===== config.mk =====
export PLATFORM = sky130hd
export DESIGN_NAME = cpu_controller
export DESIGN_NICKNAME = d
export VERILOG_FILES = /design/src/rtl/cpu_controller.sv
export SDC_FILE = /design/constraint.sdc
export NUM_CORES = 1
export LEC_CHECK = 0
export CAP_MARGIN = 20
export CORE_MARGIN = 1.5
export CORE_UTILIZATION = 37
export DETAILED_ROUTE_END_ITERATION = 8
export PLACE_DENSITY = 0.8
export SLEW_MARGIN = 20
export SYNTH_ARGS = -nofsm -noshare
export SYNTH_HDL_FRONTEND = slang
export SYNTH_SLANG_ARGS = --single-unit

===== constraint.sdc =====
create_clock -name clk -period 1.45 [get_ports clk]
set_clock_uncertainty 0.1 [all_clocks]
set_input_delay 0.29 -clock clk [delete_from_list [all_inputs] [get_ports clk]]
set_output_delay 0.29 -clock clk [all_outputs]
set_load 0.05 [all_outputs]

===== src/rtl/cpu_controller.sv =====
// Control unit for the simple CPU: holds the instruction register, decodes it and
// sequences the datapath through a Moore FSM, one instruction per pass.
module cpu_controller #(
    parameter logic [1:0] MEM_NONE  = 2'b00,
    parameter logic [1:0] MEM_READ  = 2'b01,
    parameter logic [1:0] MEM_WRITE = 2'b10
) (
    input  logic        clk,
    input  logic        reset,
    input  logic [15:0] mem_rdata,
    output logic [3:0]  vsel,
    output logic        loada,
    output logic        loadb,
    output logic        loadc,
    output logic        loads,
    output logic        asel,
    output logic        bsel,
    output logic [1:0]  shift,
    output logic [1:0]  ALUop,
    output logic [2:0]  readnum,
    output logic [2:0]  writenum,
    output logic        write,
    output logic [15:0] sximm8,
    output logic [15:0] sximm5,
    output logic [1:0]  mem_cmd,
    output logic        addr_sel,
    output logic        load_pc,
    output logic        reset_pc,
    output logic        load_addr,
    output logic        halted
);

    typedef enum logic [4:0] {
        S_RST, S_IF1, S_IF2, S_UPD_PC, S_DECODE, S_WR_IMM, S_GET_A, S_GET_B,
        S_EXEC, S_WR_REG, S_CALC_ADDR, S_LD_ADDR, S_MEM_RD, S_WB_MEM,
        S_GET_RD, S_PASS_RD, S_MEM_WR, S_HALT
    } state_t;

    state_t      state, next_state;
    logic [15:0] ir;

    logic [2:0] opcode, rn, rd, rm;
    logic [1:0] op, sh;
    logic       is_movi, is_movr, is_alu, is_ldr, is_str, is_halt;

    assign opcode = ir[15:13];
    assign op     = ir[12:11];
    assign rn     = ir[10:8];
    assign rd     = ir[7:5];
    assign sh     = ir[4:3];
    assign rm     = ir[2:0];

    assign sximm8 = {{8{ir[7]}}, ir[7:0]};
    assign sximm5 = {{11{ir[4]}}, ir[4:0]};

    assign is_movi = (opcode == 3'b110) && (op == 2'b10);
    assign is_movr = (opcode == 3'b110) && (op == 2'b00);
    assign is_alu  = (opcode == 3'b101);
    assign is_ldr  = (opcode == 3'b011) && (op == 2'b00);
    assign is_str  = (opcode == 3'b100) && (op == 2'b00);
    assign is_halt = (opcode == 3'b111);

    // Reset wins over everything, so an instruction in flight is simply dropped.
    always_ff @(posedge clk) begin
        if (reset) begin
            state <= S_RST;
            ir    <= 16'h0000;
        end else begin
            state <= next_state;
            if (state == S_IF2)
                ir <= mem_rdata;
        end
    end

    always_comb begin
        next_state = state;
        vsel       = 4'b1000;
        loada      = 1'b0;
        loadb      = 1'b0;
        loadc      = 1'b0;
        loads      = 1'b0;
        asel       = 1'b0;
        bsel       = 1'b0;
        shift      = 2'b00;
        ALUop      = 2'b00;
        readnum    = 3'd0;
        writenum   = 3'd0;
        write      = 1'b0;
        mem_cmd    = MEM_NONE;
        addr_sel   = 1'b0;
        load_pc    = 1'b0;
        reset_pc   = 1'b0;
        load_addr  = 1'b0;
        halted     = 1'b0;

        case (state)
            S_RST: begin
                reset_pc   = 1'b1;
                load_pc    = 1'b1;
                next_state = S_IF1;
            end
            S_IF1: begin
                addr_sel   = 1'b1;
                mem_cmd    = MEM_READ;
                next_state = S_IF2;
            end
            S_IF2: begin
                addr_sel   = 1'b1;
                mem_cmd    = MEM_READ;
                next_state = S_UPD_PC;
            end
            S_UPD_PC: begin
                load_pc    = 1'b1;
                next_state = S_DECODE;
            end
            // Unrecognised encodings fall back to IF1 and behave as a NOP.
            S_DECODE: begin
                if (is_movi)
                    next_state = S_WR_IMM;
                else if (is_movr || (is_alu && op == 2'b11))
                    next_state = S_GET_B;
                else if (is_alu || is_ldr || is_str)
                    next_state = S_GET_A;
                else if (is_halt)
                    next_state = S_HALT;
                else
                    next_state = S_IF1;
            end
            S_WR_IMM: begin
                vsel       = 4'b0010;
                writenum   = rn;
                write      = 1'b1;
                next_state = S_IF1;
            end
            S_GET_A: begin
                readnum    = rn;
                loada      = 1'b1;
                next_state = (is_ldr || is_str) ? S_CALC_ADDR : S_GET_B;
            end
            S_GET_B: begin
                readnum    = rm;
                loadb      = 1'b1;
                next_state = S_EXEC;
            end
            // MOV and MVN ignore A, so A is forced to zero; CMP only updates status.
            S_EXEC: begin
                shift      = sh;
                loadc      = 1'b1;
                next_state = S_WR_REG;
                if (is_movr) begin
                    asel  = 1'b1;
                    ALUop = 2'b00;
                end else begin
                    asel  = (op == 2'b11);
                    ALUop = op;
                    if (op == 2'b01) begin
                        loads      = 1'b1;
                        loadc      = 1'b0;
                        next_state = S_IF1;
                    end
                end
            end
            S_WR_REG: begin
                vsel       = 4'b1000;
                writenum   = rd;
                write      = 1'b1;
                next_state = S_IF1;
            end
            S_CALC_ADDR: begin
                bsel       = 1'b1;
                loadc      = 1'b1;
                next_state = S_LD_ADDR;
            end
            S_LD_ADDR: begin
                load_addr  = 1'b1;
                next_state = is_ldr ? S_MEM_RD : S_GET_RD;
            end
            S_MEM_RD: begin
                mem_cmd    = MEM_READ;
                next_state = S_WB_MEM;
            end
            S_WB_MEM: begin
                mem_cmd    = MEM_READ;
                vsel       = 4'b0001;
                writenum   = rd;
                write      = 1'b1;
                next_state = S_IF1;
            end
            S_GET_RD: begin
                readnum    = rd;
                loadb      = 1'b1;
                next_state = S_PASS_RD;
            end
            // Store data must pass through unshifted regardless of the sh field.
            S_PASS_RD: begin
                asel       = 1'b1;
                loadc      = 1'b1;
                next_state = S_MEM_WR;
            end
            S_MEM_WR: begin
                mem_cmd    = MEM_WRITE;
                next_state = S_IF1;
            end
            S_HALT: begin
                halted     = 1'b1;
                next_state = S_HALT;
            end
            default: next_state = S_RST;
        endcase
    end

endmodule


==> results of run 1 <==
## logic make-up after synthesis
kind of cell,after synthesis
compound gates,50
buf+inv,49
simple gates,115
flops,21
other cells,1
## what timing repair did
| item | CTS |
|---|---|
| gates cloned | 0 |
| endpoints found under the setup margin | 57 |
| endpoints found under the hold margin | 0 |
| resized for setup | 90 |
| pin swaps | 28 |
| setup buffers | 20 |
## through the flow
step	utilization	setup TNS, ns	hold slack, ns
3_3_place_gp	0.8184	-4.665	0.3730
3_5_place_dp	0.8184	-6.777	0.3767
2_1_floorplan	-	-4.735	0.3184
4_1_cts	0.9451	-13.96	0.4108
## synthesized netlist by cell type (all sizes together)
master | count | area, µm²
a21oi | 30 | 150.1
a221o | 1 | 10.01
a222oi | 1 | 10.01
a22o | 1 | 8.760
a22oi | 3 | 22.52
a31oi | 2 | 12.51
and2 | 4 | 25.02
and2b | 1 | 7.510
and3 | 1 | 6.260
and4bb | 1 | 12.51
buf | 41 | 290.3
clkbuf | 5 | 18.77
conb | 1 | 3.750
dfxtp | 21 | 420.4
inv | 3 | 11.26
nand2 | 53 | 198.9
nand2b | 7 | 46.30
nand3 | 3 | 15.01
nand3b | 2 | 15.01
nand4 | 2 | 12.51
nor2 | 26 | 107.6
nor2b | 1 | 6.260
nor3 | 8 | 50.05
nor4 | 3 | 18.77
o21ai | 7 | 35.03
o221ai | 1 | 8.760
o22ai | 1 | 6.260
o2bb2ai | 2 | 17.52
o31ai | 1 | 7.510
or2 | 2 | 12.51
or4 | 1 | 7.510
==> results_dict.tcl, run 1 <==
set metrics [dict create \
    outcome "stopped before the end" \
    haltStage "global routing" \
    first-error "[ERROR DPL-0038] Utilization greater than 100%, impossible to legalize" \
    ys_ff_latch 21 \
    synthCells 236 \
    synthDistinctLibCells 36 \
    ctsRootBufferMaster "clkbuf_8" \
    cts_hold_buf 0 \
    synth_xor_area_frac 0 \
    avgSynthCellArea_um2 6.675 \
    io-pin-count 78 \
    port_buffers 76 \
    clock_sinks 21 \
    gp_congestion 0.8833 \
    start_util 0.3882 \
    die_h_um 68.25 \
    synth_fp_nets 254 \
    fp.dieW_um 68.25 \
    rows 23 \
    synth_top_family_by_area "simple AND/OR/NAND/NOR gates" \
    syn-cell-area_um2 1575 \
    yosys_warnings 0 \
    synth-compound-area-share 0.1835 \
    dp_hpwl_um 4702 \
    place_area_um2 3321 \
    cts-buffers-inserted 3 \
    dp_slack_ns -0.4370 \
    synth_fa_ha_area_frac 0 \
    worst-ep-kind "output port" \
    muxShareOfSynthArea 0 \
    grt_max_degree 15 \
    placed_cells 368 \
    clock_tree.buffer_depth 2 \
    htree_levels 1 \
    synth-seq-area-share 0.2669 \
    grt-worst-endpoint "asel" \
    synthSimpleGateAreaFrac 0.3439 \
]
==> run 2: changes to the inputs <==
Settings changed: CORE_UTILIZATION 37 to 40, PLACE_DENSITY 0.8 to unset, PLACE_DENSITY_LB_ADDON set to 0.15.
Clock period 1.45 ns to 1.89 ns, I/O delays scaled along.
==> results_dict.tcl, run 2 <==
set metrics [dict create \
    start_util 0.4239 \
    met3WireLength_um 695 \
    yosysTopAreaCell "dfxtp_1" \
    clock_tree.buffer_depth 2 \
    top_layer "met4" \
    nNetsFinal 341 \
    nFillCells 132 \
    clk_pin_slew_ns 0.09 \
    first_pass_iters 5 \
    clkPwrFrac 0.186 \
    multi_input_area_um2 1184 \
    powerDensity_nw_per_um2 504.4 \
    ys_ff_latch 21 \
    max_freq_ghz 0.4341 \
    viasPerCell 5.976 \
    violations "setup timing" \
    cap_viol_max_count 0 \
    regArea_um2 435.4 \
    wl_met1_um 2885 \
    gr-total-overflow 0 \
    rows 22 \
    synth_flop_cell "dfxtp_1" \
    slew_violations 0 \
    rsz0062_at_grt "true" \
    yosys_warnings 0 \
    async_flop_share 0 \
    period_share 1.219 \
    cp_max_fo 2 \
    wl_per_cell_um 21.44 \
    layout_setup_ws_ns -0.4135 \
    grt_pass1_vias 2012 \
    crit_arrival_ns 1.83 \
    first_iter_violations 211 \
    hold_path_class "register to register" \
    slew_headroom 0.5707 \
    synth_commonest_cells "53 x nand2_1, 34 x buf_4, 30 x a21oi_1" \
    fin_hold_ws_ns 0.3962 \
    min_period_ns 2.304 \
    synthDistinctLibCells 36 \
    dr_wl_met2_um 3931 \
    combPwrFrac 0.519 \
    synth-compound-area-share 0.1835 \
    clk_latency_ns 0.27 \
    finalSetupViolations 29 \
    port_buffers 76 \
    grt_usage 0.2948 \
    syn_to_final_growth_pct 116.0 \
    synth_xor_area_frac 0 \
    switching_share 0.4209 \
    synth_fa_ha_area_frac 0 \
    synth_edf_count 0 \
    worst_pin_slew_ns 0.6380 \
    synthCells 236 \
    hold_viol 0 \
    synth_top_family_by_area "simple AND/OR/NAND/NOR gates" \
    antenna_cells 0 \
    synthSimpleGateAreaFrac 0.3439 \
    regMostFlops "ir" \
    gp_congestion 0.8810 \
    final_common_cell "buf_4" \
    seqPwrFrac 0.295 \
    cts_hold_buf 0 \
    synth-seq-area-share 0.2669 \
    critPathLaunchType "register" \
    intPower_mw 0.9937 \
    vdd_drop_max_v 0.0005397 \
    worst_setup_path_end_kind "output pin" \
    routed_wl_um 7931 \
    place_area_um2 2970 \
    crit_type "register to output pin" \
    dp_hpwl_um 4274 \
    vias 2211 \
    cp.required_ns 1.41 \
    yosys.cell_count.top_type "nand2_1" \
    clock_sinks 21 \
    grt_max_degree 17 \
    grt_pass1_wl_um 9839 \
    coreArea_um2 3716 \
    final_area_um2 3402 \
    antenna_found_initial 0 \
    muxShareOfSynthArea 0 \
    cts_tree "built" \
    synth_fp_nets 254 \
    die_h_um 65.76 \
    syn-cell-area_um2 1575 \
    cts-buffers-inserted 3 \
    antenna_left 0 \
    route.detailed.drc 0 \
    p_leak_nw 1.327 \
    dieArea_um2 4324 \
    fin_util 0.9155 \
    ctsRootBufferMaster "clkbuf_8" \
    largest_reg_flops 16 \
    total_power_mw 1.716 \
    reg2reg_depth 6 \
    final_cell_mix "50 x buf_4, 49 x buf_12, 41 x nand2_1" \
    io-pin-count 78 \
    outcome "complete, but fails checks" \
    htree_levels 1 \
    switching_power_mw 0.7224 \
    netlist.area_leader.share 0.2669 \
    avgSynthCellArea_um2 6.675 \
    whs_path_depth 2 \
    fp.dieW_um 65.76 \
    reg_top3 "ir: 16 flops, state: 5 flops" \
    synth.top_cells.by_area "dfxtp_1 27%, buf_4 16%, nand2_1 13%, a21oi_1 9.5%, nor2_1 5.7%" \
    drive_gt1_frac 0.5714 \
]
run 2: cell counts after synthesis:
No cell type changed its count.
run 2: per-layer routing:
layer / global-route usage / vias up
met5: 0 / -
met4: 0.1354 / 0
met3: 0.04795 / 48
met2: 0.5455 / 180
met1: 0.3242 / 1050
li1: - / 933
run 2: timing repair:
item | CTS | global route
endpoints found under the setup margin | 26 | 23
resized for setup | 32 | 41
pin swaps | 12 | 12
setup buffers | 10 | 7
run 2: logic make-up after synthesis:
group	after synthesis
flops	21
simple gates	115
compound gates	50
buf+inv	49
other cells	1
run 2: through the flow:
step	setup WS [ns]	setup TNS, ns	std cells
floorplan	-0.3581	-1.705	236
global placement	-0.02101	-0.02101	350
detailed placement	-0.04371	-0.04371	350
CTS	-0.3309	-1.724	364
global route	-0.4473	-3.775	370
finish	-0.4135	-2.738	370
run 2: area by class of cell:
type                            count  area share
Multi-Input combinational cell    166      0.3479
Sequential cell                    21      0.1280
Timing Repair Buffer              128      0.4895
Tap cell                           48     0.01765
Inverter                            3    0.003310
Clock buffer                        3     0.01214
Clock inverter                      1    0.001471
run 2: worst max-delay path, cell delays in order (launching register included):
cell and delay (ns):
dfxtp_1 0.32, nor2_1 0.20, and3_1 0.19, a21oi_1 0.06, or4_4 0.45, a21oi_4 0.18, buf_12 0.15
run 2: final timing paths:
kind / endpoint / startpoint / slack, ns
max: asel / ir[11] / -0.41
min: ir[10] / ir[10] / 0.40
max reg2reg: state[4] / state[2] / -0.04
min reg2reg: ir[10] / ir[10] / 0.40
run 2: power groups by stage:
stage	Clock (mW)	Combinational, mW	Sequential (mW)
global route	0.333	0.916	0.510
detailed placement	0	0.764	0.506
global placement	0	0.748	0.504
finish	0.319	0.890	0.507
floorplan	0	0.459	0.504
CTS	0.298	0.799	0.499
Power figures use the tool's default switching activity.
